<file path="src/rtl/phase_seq.sv">
// phase_seq: five-phase instruction sequencer (fetch, read, execute, memory, writeback)
// with memory-handshake watchdog, sticky halt/fault and saturating retire counter.
module phase_seq #(
    parameter int unsigned WD_LIMIT = 255
) (
    input  logic        clk,
    input  logic        n_rst,
    output logic [4:0]  phase,
    output logic [31:0] pc,
    output logic [31:0] ir,
    output logic        imem_req,
    output logic [31:0] imem_addr,
    input  logic [31:0] imem_rdata,
    input  logic        imem_ack,
    input  logic        mem_op,
    input  logic        dmem_ack,
    input  logic        br_taken,
    input  logic [31:0] br_target,
    input  logic        halt,
    output logic        halted,
    output logic        fault,
    output logic [15:0] icount
);

    typedef enum logic [2:0] {
        S_F,
        S_R,
        S_X,
        S_M,
        S_W,
        S_HALT,
        S_FAULT
    } state_t;

    localparam logic [7:0] WD_MAX = 8'(WD_LIMIT);

    state_t      state_q, state_d;
    logic [31:0] pc_q, pc_d;
    logic [31:0] ir_q, ir_d;
    logic [15:0] icount_q, icount_d;
    logic [7:0]  wd_q, wd_d;

    // Branch targets are word aligned; the low two bits are dropped.
    logic unused_tgt_lsb;
    assign unused_tgt_lsb = ^br_target[1:0];

    // State and datapath registers, all cleared asynchronously.
    always_ff @(posedge clk or negedge n_rst) begin
        if (!n_rst) begin
            state_q  <= S_F;
            pc_q     <= '0;
            ir_q     <= '0;
            icount_q <= '0;
            wd_q     <= '0;
        end else begin
            state_q  <= state_d;
            pc_q     <= pc_d;
            ir_q     <= ir_d;
            icount_q <= icount_d;
            wd_q     <= wd_d;
        end
    end

    // Next-state, watchdog and writeback updates.
    always_comb begin
        state_d  = state_q;
        pc_d     = pc_q;
        ir_d     = ir_q;
        icount_d = icount_q;
        wd_d     = wd_q;
        unique case (state_q)
            S_F: begin
                if (wd_q == WD_MAX) begin
                    state_d = S_FAULT;
                end else if (imem_ack) begin
                    state_d = S_R;
                    ir_d    = imem_rdata;
                end else begin
                    wd_d = wd_q + 8'd1;
                end
            end
            S_R: state_d = S_X;
            S_X: begin
                state_d = S_M;
                wd_d    = '0;
            end
            S_M: begin
                if (!mem_op) begin
                    state_d = S_W;
                end else if (wd_q == WD_MAX) begin
                    state_d = S_FAULT;
                end else if (dmem_ack) begin
                    state_d = S_W;
                end else begin
                    wd_d = wd_q + 8'd1;
                end
            end
            S_W: begin
                pc_d = br_taken ? {br_target[31:2], 2'b00}
                                : pc_q + 32'd4;
                if (icount_q != 16'hFFFF) begin
                    icount_d = icount_q + 16'd1;
                end
                wd_d    = '0;
                state_d = halt ? S_HALT : S_F;
            end
            S_HALT:  state_d = S_HALT;
            S_FAULT: state_d = S_FAULT;
            default: state_d = S_FAULT;
        endcase
    end

    // One-hot phase decode; terminal states show no phase.
    always_comb begin
        phase = 5'b00000;
        unique case (state_q)
            S_F:     phase = 5'b00001;
            S_R:     phase = 5'b00010;
            S_X:     phase = 5'b00100;
            S_M:     phase = 5'b01000;
            S_W:     phase = 5'b10000;
            default: phase = 5'b00000;
        endcase
    end

    assign pc        = pc_q;
    assign ir        = ir_q;
    assign imem_addr = pc_q;
    assign imem_req  = (state_q == S_F);
    assign halted    = (state_q == S_HALT);
    assign fault     = (state_q == S_FAULT);
    assign icount    = icount_q;

endmodule

</file>
<file path="config.mk">
export PLATFORM = sky130hd
export DESIGN_NAME = phase_seq
export DESIGN_NICKNAME = d
export VERILOG_FILES = /design/src/rtl/phase_seq.sv
export SDC_FILE = /design/constraint.sdc
export NUM_CORES = 1
export LEC_CHECK = 0
export CAP_MARGIN = 20
export CORE_MARGIN = 1
export CORE_UTILIZATION = 35
export DETAILED_ROUTE_END_ITERATION = 10
export GPL_TIMING_DRIVEN = 0
export MAX_ROUTING_LAYER = met4
export PLACE_DENSITY = 0.69
export SLEW_MARGIN = 5
export SYNTH_ARGS = -nofsm -noshare
export SYNTH_HDL_FRONTEND = slang
export SYNTH_SLANG_ARGS = --single-unit
</file>
<file path="constraint.sdc">
create_clock -name clk -period 1.76 [get_ports clk]
set_input_delay 0.44 -clock clk [delete_from_list [all_inputs] [get_ports clk]]
set_output_delay 0.44 -clock clk [all_outputs]
set_load 0.01 [all_outputs]
</file>
==> summary.md <==
| Metric | Value |
|---|---|
| Status | `finished with violations` |
| Failing checks | `negative setup slack` |
| P_sw | `5.11 mW` |
| Combinational power share | `59.8%` |
| Slew HR | `56.2%` |
| Critical Path Sink Type | `primary output` |
| Share of flip-flops with an asynchronous set or reset | `100%` |
| Share of layout cells above drive strength 1 | `41.5%` |
| Max Cap Violations | `0` |
| Fmax | `0.475 GHz` |
| Critical Path RT | `1.32 ns` |
| Leak pwr | `4.05 nW` |
| TNS Setup | `-4.53 ns` |
| Initial antenna violation count | `0` |
| Via Count | `5241` |
| Placeable Area | `13300 um2` |
| Routability cong. | `0.836` |
| Pins over their slew limit | `0` |
| Final instance area | `8930 um2` |
| Worst-margin pin slew | `0.657 ns` |
| GRT Max-Usage Layer | `met2` |
| Initial Util | `36.3%` |
| Post-layout min period | `2.11 ns` |
| Synth Flop Type | `dfrtp_1` |
| Final net count | `874` |
| Post-route ant nets | `0` |
| FF-to-FF setup slack | `-0.10 ns` |
| Die area | `14300 um2` |
| Finished Layout Cells | `980` |
| Post-synthesis cell type count | `62` |
| Internal power | `8.94 mW` |
| CTS Buf Count | `9` |
| Finished Core Util | `66.9%` |
| Reg2reg start | `imem_addr[3]$_DFFE_PN0N_` |
| Met1 usage | `26.7%` |
| Final hold slack | `0.505 ns` |
| FP Rows | `42` |
| 1st-pass router iterations | `5` |
| Starting DRT DRC Count | `446` |
| Startpoint Class | `flip-flop` |
| Post-synthesis cell area | `4840 um2` |
| TritonCTS Sinks | `89` |
| Clk root buf | `clkbuf_16` |
| RSZ-0062 raised after global routing | `true` |
| Skew-Pair Late Insertion Delay | `0.35 ns` |
| Post-DP HPWL | `10.7 mm` |
| GRT Util Overall | `24.0%` |
| # DRC | `0` |
| Area Growth Syn to Fin | `84.6%` |
| Mean Syn Cell Area | `9.86 um2` |
| I/O Pins | `191` |
| Grt met3 use | `5.42%` |
| Pre-CTS WS | `-0.746 ns` |
| H-Tree Depth | `3` |
| CTS max path bufs | `2` |
| Die width | `120 um` |
| WL/cell | `18.4 um` |
| Routed WL | `18.1 mm` |
| Yosys warns | `0` |
| Global-route wire length before repair | `26.2 mm` |
| Clock share of power | `14.8%` |
| R2R Path End | `imem_addr[26]$_DFFE_PN0N_` |
| EDFF count, synth | `0` |
| Ant diodes | `0` |
| Routing usage on met2 | `41.3%` |
| Vias in the first global route | `5239` |
| Commonest non-fill, non-tap cell in the layout | `buf_4` |
| Net Sw Frac | `36.4%` |
| CP Class | `reg -> out` |
| DP Cell Count | `855` |
| Total Power | `14.0 mW` |
| Mapped Cells | `491` |
| Clk pin slew, worst setup/hold paths | `0.06 ns` |
| Slack of the critical path | `-0.347 ns` |
| Pin count of the biggest net entering global routing | `70` |
| Final period utilization | `120%` |
| Synthesized flop and latch total | `89` |
| Vias/cell | `5.35` |
| Power Density | `1570 nW/um2` |
| Die Height | `120 um` |
| Flop pwr share | `25.3%` |
| CTS tree | `yes` |
| Peak supply drop | `776 uV` |
| Hold Crit Class | `reg -> reg` |
| Clock skew | `0.00968 ns` |
| Placement Cell Area | `7000 um2` |
| Seq/Total Area, Yosys | `46.0%` |
| Min-delay src | `icount[13]$_DFFE_PN0P_` |
| R2R cell count | `7` |
| Hold EP | `icount[13]$_DFFE_PN0P_` |
| # port buffers | `184` |
| Worst Path Max Fanout | `2` |
| WHS Path Cells | `1` |
| Setup violators final | `75` |
| WP data arrival | `1.67 ns` |
| GRT overflow | `0` |
| Commonest non-fill, non-tap cells in the layout | `131 x buf_4, 125 x clkdlybuf4s50_1, 61 x dfrtp_1` |
| Final Hold Fails | `0` |
[power by group through the flow]
| stage | logic (mW) | registers, mW | clock network [mW] |
|---|---|---|---|
| floorplan | 2.51 | 3.97 | 0 |
| global placement | 5.68 | 3.79 | 0 |
| detailed placement | 5.78 | 3.85 | 0 |
| CTS | 7.49 | 3.54 | 2.09 |
| global route | 8.90 | 3.66 | 2.17 |
| finish | 8.40 | 3.56 | 2.08 |
[worst max-delay path, cell delays in order, from the launching register on]
cell and delay (ns):
dfrtp_1 0.40, buf_6 0.12, or3b_4 0.41, clkinv_4 0.08, buf_8 0.10, clkbuf_16 0.12, buf_6 0.09
[cells by family after synthesis]
logic type | after synthesis | share of synthesized area [%]
fa+ha+maj | 3 | 0.776
other cells | 1 | 0.0775
simple gates | 169 | 19.1
buf+inv | 66 | 8.14
xor+xnor | 17 | 3.08
flops | 89 | 46.0
compound gates | 108 | 14.1
mux | 38 | 8.71
[registers in the layout (all words and copies together) (netlist names)]
signal,cells
wd_q,8
state_q,3
ir,32
icount,16
imem_addr,30
[synth_stat cells (4+ instances only)]
library cell	n	area share, %
a31o_2	5	0.90
xnor2_1	8	1.4
mux2_2	33	7.7
nand2_1	31	2.4
o22ai_1	4	0.52
xor2_1	9	1.6
nand4_1	12	1.6
nor4_1	6	0.78
nor2_1	29	2.2
nand3_1	31	3.2
inv_1	8	0.62
o21ai_0	28	2.9
mux2i_1	5	1.0
a22oi_1	4	0.62
and3_1	8	1.0
and4_1	6	1.1
nor3_1	16	1.7
buf_4	38	5.9
clkbuf_1	16	1.2
nor2b_1	5	0.65
dfrtp_1	89	46
a21oi_1	35	3.6
[area by class of cell]
type / instances / area (um2)
clock buffer: 10 / 229
clock inverter: 5 / 81.3
sequential: 89 / 2260
timing repair buffer: 296 / 2780
tap: 176 / 220
buffer: 56 / 474
multi-input combinational: 339 / 2840
fill: 1017 / 4420
inverter: 9 / 43.8
[per-layer routing]
layer / vias up / part of all wire [%]
li1: 2370 / -
met1: 2591 / 39
met2: 231 / 51
met3: 49 / 6.6
met4: 0 / 2.8
met5: - / 0
[timing repair]
action | in CTS | in global routing
hold endpoints to repair | 20 | 0
hold buffers | 1 | 0
cloned | 0 | 3
resized for setup | 204 | 104
pin swaps | 25 | 44
endpoints found under the setup margin | 163 | 98
setup buffers | 77 | 32
[how the worst max path moves through the flow]
| stage | end | slack, ns | startpoint |
|---|---|---|---|
| final | phase[4] | -0.35 | state_q[0]$_DFFE_PN0P_ |
| after CTS | phase[4] | -0.33 | state_q[1]$_DFFE_PN0P_ |
| after detailed placement | phase[4] | -0.75 | state_q[0]$_DFFE_PN0P_ |
| after floorplan | imem_addr[26]$_DFFE_PN0N_ | -0.03 | imem_addr[2]$_DFFE_PN0N_ |
| after global routing | phase[4] | -0.38 | state_q[0]$_DFFE_PN0P_ |
| after global placement | imem_addr[9]$_DFFE_PN0N_ | -3.37 | n_rst |
(Power assumes the default switching activity.)
